File: src/rtl/xentry_pkg.sv
// Shared types for the xentry dcache: memory operations,
// controller states and the watchdog-disable sentinel.
package xentry_pkg;

  typedef enum logic [1:0] {
    LOAD    = 2'd0,
    STORE   = 2'd1,
    CLFLUSH = 2'd2
  } memory_operation_e;

  typedef enum logic [1:0] {
    IDLE      = 2'd0,
    WRITEBACK = 2'd1,
    FETCH     = 2'd2
  } dcache_state_e;

  localparam int unsigned DCACHE_WATCHDOG_DISABLED = 0;

endpackage

File: src/rtl/l2_watchdog.sv
// L2 beat watchdog: counts stalled cycles, flags expiry.
// Ports: clear_i/stall_i in; expire_o (comb), timeout_o (sticky).
module l2_watchdog
  import xentry_pkg::*;
#(
  parameter int unsigned TIMEOUT_CYCLES = 4,
  parameter int unsigned TIMEOUT_W      = 16
) (
  input  logic clk,
  input  logic reset_n,
  input  logic clear_i,
  input  logic stall_i,
  output logic expire_o,
  output logic timeout_o
);

  localparam logic [TIMEOUT_W-1:0] LIMIT =
    TIMEOUT_W'(TIMEOUT_CYCLES);

  logic [TIMEOUT_W-1:0] count_q, count_d, count_inc;
  logic                 err_q, err_d;

  // Expire on the stall that brings the count to LIMIT.
  always_comb begin
    count_inc = count_q + TIMEOUT_W'(1);
    expire_o  = stall_i && (count_inc == LIMIT);
    count_d   = count_q;
    if (clear_i)
      count_d = '0;
    else if (stall_i)
      count_d = count_inc;
    err_d = err_q | expire_o;
  end

  always_ff @(posedge clk) begin
    if (!reset_n) begin
      count_q <= '0;
      err_q   <= 1'b0;
    end else begin
      count_q <= count_d;
      err_q   <= err_d;
    end
  end

  assign timeout_o = err_q;

endmodule

File: src/rtl/dcache_controller.sv
// Dcache control FSM: hit, writeback, fill, CLFLUSH sequencing.
// Ports: pipeline req/fulfil, datapath flags/strobes, L2 handshake.
module dcache_controller
  import xentry_pkg::*;
#(
  parameter int unsigned L2_TIMEOUT_CYCLES = 0,
  parameter int unsigned TIMEOUT_W         = 16
) (
  input  logic              clk,
  input  logic              reset_n,
  input  logic              pipe_req_valid,
  input  memory_operation_e pipe_req_type,
  output logic              pipe_req_fulfilled,
  input  logic              hit,
  input  logic              miss,
  input  logic              valid_dirty_bit,
  input  logic              clflush_requested,
  input  logic              counter_done,
  output logic              flush_mode,
  output logic              load_mode,
  output logic              clear_selected_dirty_bit,
  output logic              clear_selected_valid_bit,
  output logic              finish_new_line_install,
  output logic              set_new_l2_block_address,
  output logic              use_dirty_tag_for_l2_block_address,
  output logic              reset_counter,
  output logic              decrement_counter,
  output logic              l2_req_valid,
  output memory_operation_e l2_req_type,
  input  logic              l2_req_fulfilled,
  output logic              l2_timeout
);

  dcache_state_e state_q, state_d;
  logic          flush_origin_q, flush_origin_d;
  logic          wd_expire;

  always_ff @(posedge clk) begin
    if (!reset_n) begin
      state_q        <= IDLE;
      flush_origin_q <= 1'b0;
    end else begin
      state_q        <= state_d;
      flush_origin_q <= flush_origin_d;
    end
  end

  always_comb begin
    state_d                            = state_q;
    flush_origin_d                     = flush_origin_q;
    pipe_req_fulfilled                 = 1'b0;
    flush_mode                         = 1'b0;
    load_mode                          = 1'b0;
    clear_selected_dirty_bit           = 1'b0;
    clear_selected_valid_bit           = 1'b0;
    finish_new_line_install            = 1'b0;
    set_new_l2_block_address           = 1'b0;
    use_dirty_tag_for_l2_block_address = 1'b0;
    reset_counter                      = 1'b0;
    decrement_counter                  = 1'b0;
    l2_req_valid                       = 1'b0;
    l2_req_type                        = LOAD;
    unique case (state_q)
      IDLE: begin
        if (pipe_req_valid) begin
          if (clflush_requested && valid_dirty_bit) begin
            set_new_l2_block_address           = 1'b1;
            use_dirty_tag_for_l2_block_address = 1'b1;
            reset_counter                      = 1'b1;
            flush_origin_d                     = 1'b1;
            state_d                            = WRITEBACK;
          end else if (clflush_requested) begin
            clear_selected_valid_bit = 1'b1;
            pipe_req_fulfilled       = 1'b1;
          end else if (hit) begin
            pipe_req_fulfilled = 1'b1;
          end else if (miss && valid_dirty_bit) begin
            set_new_l2_block_address           = 1'b1;
            use_dirty_tag_for_l2_block_address = 1'b1;
            reset_counter                      = 1'b1;
            flush_origin_d                     = 1'b0;
            state_d                            = WRITEBACK;
          end else if (miss) begin
            set_new_l2_block_address = 1'b1;
            reset_counter            = 1'b1;
            state_d                  = FETCH;
          end
        end
      end
      WRITEBACK: begin
        flush_mode   = 1'b1;
        l2_req_valid = 1'b1;
        l2_req_type  = STORE;
        if (l2_req_fulfilled) begin
          if (!counter_done) begin
            decrement_counter = 1'b1;
          end else begin
            clear_selected_dirty_bit = 1'b1;
            if (flush_origin_q) begin
              clear_selected_valid_bit = 1'b1;
              pipe_req_fulfilled       = 1'b1;
              state_d                  = IDLE;
            end else begin
              set_new_l2_block_address = 1'b1;
              reset_counter            = 1'b1;
              state_d                  = FETCH;
            end
          end
        end else if (wd_expire) begin
          state_d = IDLE;
        end
      end
      FETCH: begin
        load_mode    = 1'b1;
        l2_req_valid = 1'b1;
        l2_req_type  = LOAD;
        if (l2_req_fulfilled) begin
          if (!counter_done) begin
            decrement_counter = 1'b1;
          end else begin
            finish_new_line_install = 1'b1;
            state_d                 = IDLE;
          end
        end else if (wd_expire) begin
          // Partial fill: drop the line so the retry misses cleanly.
          clear_selected_valid_bit = 1'b1;
          state_d                  = IDLE;
        end
      end
      default: state_d = IDLE;
    endcase
  end

  if (L2_TIMEOUT_CYCLES != DCACHE_WATCHDOG_DISABLED) begin : g_wd
    l2_watchdog #(
      .TIMEOUT_CYCLES(L2_TIMEOUT_CYCLES),
      .TIMEOUT_W     (TIMEOUT_W)
    ) u_wd (
      .clk      (clk),
      .reset_n  (reset_n),
      .clear_i  (reset_counter | l2_req_fulfilled),
      .stall_i  (l2_req_valid & ~l2_req_fulfilled),
      .expire_o (wd_expire),
      .timeout_o(l2_timeout)
    );
  end else begin : g_no_wd
    assign wd_expire  = 1'b0;
    assign l2_timeout = 1'b0;
  end

`ifndef SYNTHESIS
  always_ff @(posedge clk) begin
    if (reset_n) begin
      assert (!(hit && miss))
        else $error("hit and miss both set");
      if (state_q != IDLE)
        assert (pipe_req_valid)
          else $error("request dropped mid-refill");
    end
  end
`endif

endmodule

File: config.mk
export PLATFORM = sky130hd
export DESIGN_NAME = dcache_controller
export DESIGN_NICKNAME = d
export VERILOG_FILES = /design/src/rtl/xentry_pkg.sv /design/src/rtl/l2_watchdog.sv /design/src/rtl/dcache_controller.sv
export SDC_FILE = /design/constraint.sdc
export NUM_CORES = 1
export LEC_CHECK = 0
export ABC_AREA = 1
export CAP_MARGIN = 15
export CORE_AREA = 2 2 39 41
export CTS_CLUSTER_DIAMETER = 200
export DETAILED_ROUTE_END_ITERATION = 7
export DIE_AREA = 0 0 41 43
export PLACE_DENSITY = 0.63
export REMOVE_ABC_BUFFERS = 1
export SYNTH_ARGS = -nofsm -noshare
export SYNTH_HDL_FRONTEND = slang
export SYNTH_HIERARCHICAL = 1
export SYNTH_SLANG_ARGS = --single-unit
File: constraint.sdc
create_clock -name clk -period 2 [get_ports clk]
set_input_delay 0.4 -clock clk [delete_from_list [all_inputs] [get_ports clk]]
set_output_delay 0.4 -clock clk [all_outputs]
set_load 0.05 [all_outputs]
==> results.py <==
metrics = {
    "setup_path": {
        "crit_slowest_cell": "clkdlybuf4s50_1",
        "end_kind": "output port",
        "critPathMaxFanout": 2,
        "cp.required_ns": 1.60,
        "cpPeakStageDelay_ns": 0.47,
        "cp.arrival_ns": 1.55,
        "crit_path_start_kind": "primary input",
        "worstPathCellList": "clkdlybuf4s50_1, inv_1, a21oi_1, o22ai_2, buf_6, buf_12",
        "critPathKind": "primary input to output port",
    },
    "drt": {
        "drt_iter0_drc": 8,
        "wl_um": 951,
        "first_pass_iters": 3,
        "wl_per_cell_um": 9.23,
        "via_per_inst": 4.28,
        "dr_wl_met3_um": 40,
        "wl_met2_um": 517,
        "drc": 0,
        "ant_nets": 0,
        "top_layer": "met3",
        "via_count": 441,
        "wl_met1_um": 392,
    },
    "job": {
        "maxCapViolations": 0,
    },
    "clocking": {
        "htree_levels": 1,
        "cts_root_buffer": "clkbuf_4",
        "clock_sinks": 3,
        "cts_buffer_depth": 2,
        "tritoncts": "yes",
        "ctsHoldBuffers": 0,
        "numCtsBuffers": 3,
        "cts.clk_slew.worst_paths_ns": 0.03,
        "clkLatencyLatePin_ns": 0.23,
    },
    "sta": {
        "setup_viol": 0,
        "tns_ns": 0,
        "rsz0062_at_grt": "true",
        "period_minus_slack_ns": 1.95,
        "fmax_ghz": 0.512,
        "skew_ns": 0.000761,
        "hold_violations": 0,
        "finalCritPeriodShare_pct": 97.7,
        "slew_violations": 0,
    },
    "global_routing": {
        "grt_max_degree": 6,
        "grt_overflow_total": 0,
        "antenna_found_initial": 0,
        "grt_pass1_vias": 386,
        "grt_first_pass_wirelength_um": 1490,
        "track_usage_pct": 12.8,
    },
    "final_layout": {
        "fillCellCount": 138,
        "n_antenna_cell": 0,
        "layout_commonest_cell": "nand2_1",
        "final_cell_mix": "nand2_1 (18), buf_12 (9), clkdlybuf4s50_1 (8), buf_4 (8)",
        "num-nets-final": 102,
        "area_growth_pct": 109,
        "final_core_util_pct": 51.8,
        "drive_above_1_share_pct": 34.5,
    },
    "placement": {
        "portBuffers": 20,
        "dp_hpwl_um": 759,
        "gp_congestion": 0.778,
    },
    "floorplan": {
        "coreArea_mm2": 0.00138,
        "die_area_mm2": 0.00176,
        "pin_count": 25,
        "fp.dieH_um": 43,
        "placementRows": 14,
        "start_util_pct": 24.8,
        "die_w_um": 41,
    },
    "yosys": {
        "ys_seq_area_share_pct": 17.5,
        "ys_seq_elements": 3,
        "avgSynthCellArea_um2": 5.71,
        "synthDistinctLibCells": 17,
        "syn-cell-area_um2": 343,
        "ys_warn_count": 6,
        "netlist_instances": 60,
    },
    "pwr": {
        "p_comb_share_pct": 81.0,
        "pwr-share-clk_pct": 9.6,
        "p_int_w": 0.000524,
        "seqPwrFrac_pct": 9.3,
        "ir_worst_vdd_mv": 0.809,
        "powerDensity_mw_per_mm2": 1490,
        "switching_share_pct": 51.1,
        "p_switching_w": 0.000547,
        "power_leakage_nw": 0.345,
    },
    "run_status": {
        "status": "complete, no violations",
    },
    "worst_hold_path": {
        "min_path_type": "register to register",
    },
}
-- metrics by stage --
stage	power [W]	setup slack (ns)	area (um^2)	std cells	hold WS, ns
2_1_floorplan	0.000592	-1.46	317	57	0.500
3_3_place_gp	0.000914	0.0526	657	98	0.526
3_5_place_dp	0.000920	0.0336	657	98	0.544
4_1_cts	0.00105	0.0128	696	102	0.548
5_1_grt	0.00114	-0.0275	717	103	0.583
6_report	0.00107	0.0451	717	103	0.542
-- sequential cells by signal, indices dropped and copies added, names as in the netlist --
signal,count
flush_origin_q,1
state_q,2
-- metal layers --
layer | up-vias | global-route usage (%)
met3 | 0 | 3.66
met2 | 10 | 19.4
met1 | 198 | 15.1
met4 | 0 | 8.00
li1 | 233 | -
met5 | - | 0
-- cell families after synthesis --
logic type	count (synthesis)	synth area share, %
other	1	1.09
AND/OR/NAND/NOR	31	37.6
flip-flops	3	17.5
adder cells (fa/ha/maj)	3	11.0
AO/OA/AOI/OAI	9	14.2
buffers and inverters	13	18.6
-- cell usage after synthesis --
master / instances / area (um^2)
buf_4: 4 / 30.0
conb_1: 1 / 3.75
or2_2: 1 / 6.26
o22ai_1: 1 / 6.26
dfxtp_1: 3 / 60.1
inv_1: 8 / 30.0
nand2_2: 2 / 12.5
nor2_2: 1 / 6.26
clkinv_1: 1 / 3.75
o21ai_0: 4 / 20.0
ha_1: 3 / 37.5
a21oi_1: 2 / 10.0
nand2_1: 18 / 67.6
a21boi_0: 1 / 7.51
o21ai_1: 1 / 5.00
nand3_1: 2 / 10.0
nor2_1: 7 / 26.3
-- critical path: cells and delay by family --
kind | cells | cell delay, ns
AO/OA/AOI/OAI | 2 | 0.35
buffers and inverters | 4 | 0.80
-- power by group through the flow --
stage               Combinational (W)  Clock (W)  Sequential (W)
detailed placement           0.000825          0       0.0000944
global placement             0.000821          0       0.0000924
finish                       0.000868   0.000103        0.000100
global route                 0.000926   0.000117        0.000101
CTS                          0.000840   0.000108       0.0000993
floorplan                    0.000502          0       0.0000898
-- what timing repair did --
action | CTS | global route
endpoints found under the setup margin | 2 | 4
gates resized for setup | 3 | 5
setup buffers | 0 | 1
pin swaps | 0 | 2
-- final timing paths --
| path | cells past startpoint | slack, ns | endpoint | start |
|---|---|---|---|---|
| max | 6 | 0.05 | set_new_l2_block_address | hit |
| min | 2 | 0.54 | flush_origin_q$_SDFFE_PN0P_ | flush_origin_q$_SDFFE_PN0P_ |
| max reg2reg | 8 | 0.65 | flush_origin_q$_SDFFE_PN0P_ | state_q[0]$_SDFFE_PN0P_ |
| min reg2reg | 2 | 0.54 | flush_origin_q$_SDFFE_PN0P_ | flush_origin_q$_SDFFE_PN0P_ |
-- layout make-up --
class / count / area (um^2) / area share, %
clock buffer: 4 / 26.3 / 3.66
timing repair buffer: 26 / 332 / 46.2
sequential: 3 / 61.3 / 8.55
multi-input combinational: 45 / 244 / 34.0
tap: 16 / 20.0 / 2.79
inverter: 9 / 33.8 / 4.71
Power figures use the tool's default switching activity.
